## src/rtl/mc_pkg.sv

```systemverilog
// Shared constants, encodings and types for the multi-cycle MIPS-subset controller.
package mc_pkg;

    localparam int unsigned OP_W  = 6;
    localparam int unsigned SEL_W = 3;

    localparam logic [OP_W-1:0] OP_RTYPE = 6'h00;
    localparam logic [OP_W-1:0] OP_ORI   = 6'h0d;
    localparam logic [OP_W-1:0] OP_LW    = 6'h23;
    localparam logic [OP_W-1:0] OP_SW    = 6'h2b;
    localparam logic [OP_W-1:0] OP_BEQ   = 6'h04;
    localparam logic [OP_W-1:0] OP_LUI   = 6'h0f;
    localparam logic [OP_W-1:0] OP_JAL   = 6'h03;

    localparam logic [OP_W-1:0] FN_ADDU  = 6'h21;
    localparam logic [OP_W-1:0] FN_SUBU  = 6'h23;
    localparam logic [OP_W-1:0] FN_JR    = 6'h08;

    localparam logic [SEL_W-1:0] REGDST_RD   = 3'b000;
    localparam logic [SEL_W-1:0] REGDST_RT   = 3'b001;
    localparam logic [SEL_W-1:0] REGDST_RA   = 3'b010;

    localparam logic [SEL_W-1:0] NPC_PC4     = 3'b000;
    localparam logic [SEL_W-1:0] NPC_BEQ     = 3'b001;
    localparam logic [SEL_W-1:0] NPC_JAL     = 3'b010;
    localparam logic [SEL_W-1:0] NPC_JR      = 3'b011;

    localparam logic [SEL_W-1:0] M2R_ALU     = 3'b000;
    localparam logic [SEL_W-1:0] M2R_DM      = 3'b001;
    localparam logic [SEL_W-1:0] M2R_PC4     = 3'b010;

    localparam logic [SEL_W-1:0] ALUSRC_RT   = 3'b000;
    localparam logic [SEL_W-1:0] ALUSRC_EXT  = 3'b001;

    localparam logic [1:0] EXT_ZERO = 2'b00;
    localparam logic [1:0] EXT_SIGN = 2'b01;
    localparam logic [1:0] EXT_LUI  = 2'b10;

    localparam logic [1:0] ALU_ADD  = 2'b00;
    localparam logic [1:0] ALU_SUB  = 2'b01;
    localparam logic [1:0] ALU_OR   = 2'b10;

    typedef enum logic [2:0] {
        S_FETCH  = 3'd0,
        S_DECODE = 3'd1,
        S_EXE    = 3'd2,
        S_MEM    = 3'd3,
        S_WB     = 3'd4
    } state_e;

    typedef enum logic [2:0] {
        R_ALU, I_ALU, LOAD, STORE, BRANCH, JAL, JR, NOP
    } iclass_e;

    typedef struct packed {
        logic [SEL_W-1:0] reg_dst;
        logic [SEL_W-1:0] npc_op;
        logic [SEL_W-1:0] mem_to_reg;
        logic [SEL_W-1:0] alu_src;
        logic [1:0]       ext_op;
        logic [1:0]       alu_op;
    } sel_t;

endpackage

```

## src/rtl/mc_decode.sv

```systemverilog
// Combinational instruction decoder: opcode/Func to instruction class and datapath selects.
module mc_decode
    import mc_pkg::*;
(
    input  logic [OP_W-1:0] opcode,
    input  logic [OP_W-1:0] func,
    output iclass_e         iclass,
    output sel_t            sel
);

    always_comb begin
        iclass = NOP;
        sel    = '0;
        unique case (opcode)
            OP_RTYPE: begin
                if (func == FN_ADDU || func == FN_SUBU) begin
                    iclass     = R_ALU;
                    sel.alu_op = (func == FN_SUBU) ? ALU_SUB : ALU_ADD;
                end else if (func == FN_JR) begin
                    iclass     = JR;
                    sel.npc_op = NPC_JR;
                end
            end
            OP_ORI, OP_LUI: begin
                iclass      = I_ALU;
                sel.reg_dst = REGDST_RT;
                sel.alu_src = ALUSRC_EXT;
                sel.ext_op  = (opcode == OP_LUI) ? EXT_LUI : EXT_ZERO;
                sel.alu_op  = (opcode == OP_LUI) ? ALU_ADD : ALU_OR;
            end
            OP_LW: begin
                iclass         = LOAD;
                sel.reg_dst    = REGDST_RT;
                sel.mem_to_reg = M2R_DM;
                sel.alu_src    = ALUSRC_EXT;
                sel.ext_op     = EXT_SIGN;
                sel.alu_op     = ALU_ADD;
            end
            OP_SW: begin
                iclass      = STORE;
                sel.alu_src = ALUSRC_EXT;
                sel.ext_op  = EXT_SIGN;
                sel.alu_op  = ALU_ADD;
            end
            OP_BEQ: begin
                iclass     = BRANCH;
                sel.npc_op = NPC_BEQ;
                sel.ext_op = EXT_SIGN;
                sel.alu_op = ALU_SUB;
            end
            OP_JAL: begin
                iclass         = JAL;
                sel.reg_dst    = REGDST_RA;
                sel.npc_op     = NPC_JAL;
                sel.mem_to_reg = M2R_PC4;
            end
            default: ;
        endcase
    end

endmodule

```

## src/rtl/mc_ctrl.sv

```systemverilog
// Multi-cycle control FSM: sequences the shared datapath, handshakes with memories, counts retirements.
module mc_ctrl
    import mc_pkg::*;
#(
    parameter int unsigned CNT_W = 32
) (
    input  logic             clk,
    input  logic             reset,
    input  logic [OP_W-1:0]  opcode,
    input  logic [OP_W-1:0]  Func,
    input  logic             imem_ready,
    input  logic             dmem_ready,
    output logic             PCWrite,
    output logic             IRWrite,
    output logic             RegWrite,
    output logic             MemWrite,
    output logic [SEL_W-1:0] RegDst,
    output logic [SEL_W-1:0] NPCop,
    output logic [SEL_W-1:0] MemToReg,
    output logic [SEL_W-1:0] ALUSrc,
    output logic [1:0]       Extop,
    output logic [1:0]       ALUop,
    output logic [2:0]       state,
    output logic [CNT_W-1:0] instr_count
);

    state_e  state_q;
    state_e  state_d;
    iclass_e iclass;
    sel_t    dec_sel;
    sel_t    sel;

    mc_decode u_decode (
        .opcode (opcode),
        .func   (Func),
        .iclass (iclass),
        .sel    (dec_sel)
    );

    always_ff @(posedge clk) begin
        if (reset) begin
            state_q     <= S_FETCH;
            instr_count <= '0;
        end else begin
            state_q <= state_d;
            if (PCWrite) instr_count <= instr_count + CNT_W'(1);
        end
    end

    // Next state and enables; reset masks every enable so an aborted instruction writes nothing.
    always_comb begin
        state_d  = S_FETCH;
        PCWrite  = 1'b0;
        IRWrite  = 1'b0;
        RegWrite = 1'b0;
        MemWrite = 1'b0;
        unique case (state_q)
            S_FETCH: begin
                IRWrite = imem_ready;
                state_d = imem_ready ? S_DECODE : S_FETCH;
            end
            S_DECODE: begin
                unique case (iclass)
                    JAL: begin
                        PCWrite  = 1'b1;
                        RegWrite = 1'b1;
                    end
                    JR, NOP:  PCWrite = 1'b1;
                    default:  state_d = S_EXE;
                endcase
            end
            S_EXE: begin
                unique case (iclass)
                    BRANCH:       PCWrite = 1'b1;
                    LOAD, STORE:  state_d = S_MEM;
                    R_ALU, I_ALU: state_d = S_WB;
                    default:      ;
                endcase
            end
            S_MEM: begin
                if (iclass == STORE) begin
                    MemWrite = 1'b1;
                    PCWrite  = dmem_ready;
                    state_d  = dmem_ready ? S_FETCH : S_MEM;
                end else if (iclass == LOAD) begin
                    state_d = dmem_ready ? S_WB : S_MEM;
                end
            end
            S_WB: begin
                RegWrite = 1'b1;
                PCWrite  = 1'b1;
            end
            default: ;
        endcase
        if (reset) begin
            PCWrite  = 1'b0;
            IRWrite  = 1'b0;
            RegWrite = 1'b0;
            MemWrite = 1'b0;
        end
    end

    // Selects follow the decoded IR only while an instruction is in flight.
    always_comb begin
        sel = '0;
        if (state_q == S_DECODE || state_q == S_EXE || state_q == S_MEM || state_q == S_WB)
            sel = dec_sel;
    end

    assign RegDst   = sel.reg_dst;
    assign NPCop    = sel.npc_op;
    assign MemToReg = sel.mem_to_reg;
    assign ALUSrc   = sel.alu_src;
    assign Extop    = sel.ext_op;
    assign ALUop    = sel.alu_op;
    assign state    = state_q;

endmodule

```

## config.mk

```make
export PLATFORM = sky130hd
export DESIGN_NAME = mc_ctrl
export DESIGN_NICKNAME = d
export VERILOG_FILES = /design/src/rtl/mc_pkg.sv /design/src/rtl/mc_decode.sv /design/src/rtl/mc_ctrl.sv
export SDC_FILE = /design/constraint.sdc
export NUM_CORES = 1
export LEC_CHECK = 0
export BUFFER_PORTS_ARGS = -buffer_cell sky130_fd_sc_hd__buf_2
export CELL_PAD_IN_SITES_DETAIL_PLACEMENT = 0
export CELL_PAD_IN_SITES_GLOBAL_PLACEMENT = 1
export CORE_AREA = 8 8 85 87
export DETAILED_ROUTE_END_ITERATION = 10
export DIE_AREA = 0 0 93 95
export PLACE_DENSITY = 0.8
export SYNTH_ARGS = -nofsm -noshare
export SYNTH_HDL_FRONTEND = slang
export SYNTH_SLANG_ARGS = --single-unit
```

## constraint.sdc

```tcl
create_clock -name clk -period 7.4 [get_ports clk]
set_input_delay 0.37 -clock clk [delete_from_list [all_inputs] [get_ports clk]]
set_output_delay 0.37 -clock clk [all_outputs]
set_load 0.01 [all_outputs]
```

==> summary.md <==
| Metric | Value |
|---|---|
| EDFF count, synth | 0 |
| Worst path cell trace | buf_2 -> or4b_2 -> nor3_1 -> o22a_1 -> o211a_1 -> buf_4 -> nor2_1 -> buf_2 |
| Core outline area | 5820 um^2 |
| TNS Setup | 0 ns |
| Skew final | 0.00907 ns |
| Fin crit period | 2.88 ns |
| Die area | 8840 um^2 |
| Mapped Cells | 296 |
| Max Clk Rate | 348 MHz |
| Port bufs | 65 |
| DRT iter0 DRCs | about 130 |
| Hold-fix buffers, CTS | 0 |
| Synth Cell Area | ~2200 um^2 |
| Vias in the first global route | 2217 |
| # diodes | 0 |
| Die W | 93 um |
| HP Class | input port to register |
| Synthesis-to-layout area growth | 19.3% |
| Final Hold Viols | 0 |
| Global route overflow | 0 |
| Synth async-reset ratio | 0% |
| Share of Yosys cell area claimed by the top area cell type | 31.5% |
| Total track usage | between 10% and 20% |
| Share of layout cells above drive strength 1 | approximately 23% |
| Leakage Power | 1.02 nW |
| Netlist cell types | 50 |
| I/O Pins | 71 |
| Worst-Skew Late Latency | 0.29 ns |
| Slew Limit Fails | 0 |
| DRT Pass-1 Iters | 4 |
| Crit-path max FO | 59 |
| RePlAce Congestion | 0.799 |
| CTS tree | done |
| RSZ-0062 raised after global routing | false |
| Cell area power density | roughly 160 nW/um^2 |
| Largest cells by area after synthesis | dfxtp_1 (31%), a21oi_1 (8.3%), or3_1 (5.1%) |
| CP delay by family, top | simple AND/OR/NAND/NOR gates |
| Peak VDD IR | 169 uV |
| Detailed placement HPWL | approximately 4600 um |
| Syn_area_per_cell | 7.52 um^2 |
| Setup bufs post-CTS | 0 |
| Period utilization | 38.9% |
| Worst path buffer plus inverter count | 3 |
| Worst setup SP type | input port |
| Core Rows | 28 |
| CTS clk-pin slew, worst paths | 0.07 ns |
| Max-cap viol count | 0 |
| Fill count | 606 |
| Max clock buf depth | 2 |
| CP Data Required Time | 7.03 ns |
| Post-CTS sizing | 0 |
| Clock Sinks | 35 |
| Synthesized flop and latch total | 35 |
| Worst-Margin Slew | 0.722 ns |
| Net count, final | 362 |
| Placed Instance Area | 2520 um^2 |
| Number of buffers created by CTS | 5 |
| DRC Markers | 0 |
| Slowest-stage cell, CP | or4b_2 |
| H-tree Lvls | 2 |
| Sequential share of the synthesized area | 31.5% |
| Syn. warnings | 0 |
| Routed wire length | 6400 um |
| CP endpoint kind | primary output |
| Outcome | complete, no violations |
| Largest net degree at the start of global routing | 60 |
| Vias | 2402 |
| Yosys top cell by area | dfxtp_1 |
| Max-Slew Margin vs Limit | 51.9% |
| Synth Flop Type | dfxtp_1 |
| First-pass GRT wire length | 10800 um |
| ANT nets after route | 0 |
| CTS root buffer | clkbuf_8 |
| Starting Density | 38.3% |
| Vias/cell | 5.71 |
| Critical setup path kind | input port to primary output |
| Routed length per instance | 15.2 um |
| Setup violations, final | 0 |
| CP max stage delay | about 0.65 ns |
| Most used cell, CP | buf_2 |
| Initial antenna violation count | 0 |
| Die height | 95 um |
| Arr. time, crit path | ~2.5 ns |
| Design area | 2660 um^2 |
## path summary, 6_finish.rpt
kind                                       from         endpoint  slack, ns  cells after the start
worst max-delay path                    Func[2]          PCWrite       4.52                      8
worst min-delay path                 imem_ready         state[0]       0.45                      3
worst max register to register   instr_count[3]  instr_count[31]       4.96                      6
worst min register to register  instr_count[30]  instr_count[30]       0.49                      2
## through the flow
step	utilization, %	setup WS [ns]	hold WS (ns)	cells	power (mW)
after floorplan	-	4.78	0.496	300	0.222
after global placement	43.4	4.51	0.462	413	0.230
after detailed placement	43.4	4.40	0.485	413	0.230
after CTS	45.7	4.53	0.434	421	0.435
after global routing	45.7	4.39	0.452	421	0.448
final	45.7	4.52	0.447	421	0.430
## logic make-up after synthesis
kind of cell	count (synthesis)	share of synthesized area (%)
simple gates	138	36.2
compound gates	83	22.1
flops	35	31.5
buf+inv	33	7.36
xor+xnor	3	1.18
mux	2	0.955
fa+ha+maj	1	0.562
other cells	1	0.168
## final cells by class
| class | count | area [um^2] | share of cell area, % |
|---|---|---|---|
| well taps | 75 | 93.8 | 3.53 |
| clock inverters | 2 | 60.1 | 2.26 |
| clock buffers | 6 | 72.6 | 2.73 |
| repair buffers | 66 | 333 | 12.5 |
| multi-input cells | 232 | 1380 | 51.9 |
| flip-flops and latches | 35 | 701 | 26.4 |
| inverters | 5 | 18.8 | 0.707 |
## worst min-delay path, delay by kind of cell
| family | cells | cell delay (ns) |
|---|---|---|
| AND/OR/NAND/NOR | 2 | 0.26 |
| buffers and inverters | 1 | 0.07 |
## Yosys cell counts (all sizes together) (2+ instances only)
cell type  count
dfxtp         35
and2           2
inv            5
nand3b         4
and3           8
or4           11
or2            2
nor2          17
nor3           9
nand3         17
o21ai         20
or3           18
a211oi         4
and4           5
buf           11
nand2         16
nor4b          3
nand4         12
nand2b         4
and3b          2
xor2           2
clkbuf        17
nor4           3
a21oi         37
o31ai         11
## routing by layer
layer	track usage, %	share of wire (%)	wire, um	up-vias
met5	0	0	0	-
met4	4.16	0.94	60	0
met3	3.97	6.3	402	6
met2	24.3	47	3030	64
met1	17.9	45	2910	1121
li1	-	-	-	1211
## flip-flops by register name (all words and copies together) (netlist names)
signal / flops
instr_count: 32
state: 3
## layout by cell type, fill, tap and decap left out, types with 3 or more instances in the layout
cell type  Yosys  routed
and3_1         8       8
nor4b_1        3       3
nand3b_1       4       4
nor3_1         9       9
o31ai_1       11      11
or3_1         18      18
conb_1         1       5
or4_1         10      10
buf_2          2      65
clkbuf_8       0       5
o21ai_0       20      20
nand2b_1       4       4
nand2_1       16      16
nor2_1        17      17
inv_1          5       5
nand4_1       12      12
and4_1         5       5
a21oi_1       37      37
dfxtp_1       35      35
a211oi_1       4       4
nand3_1       17      17
nor4_1         3       3
## where the power goes
group / leakage [nW] / switching (mW) / internal (mW) / total [mW]
registers: 0.282 / 0.00152 / 0.189 / 0.191
logic: 0.672 / 0.0245 / 0.0108 / 0.0353
clock network: 0.0654 / 0.0694 / 0.135 / 0.204
total: 1.02 / 0.0955 / 0.335 / 0.430
Power figures use the tool's default switching activity.
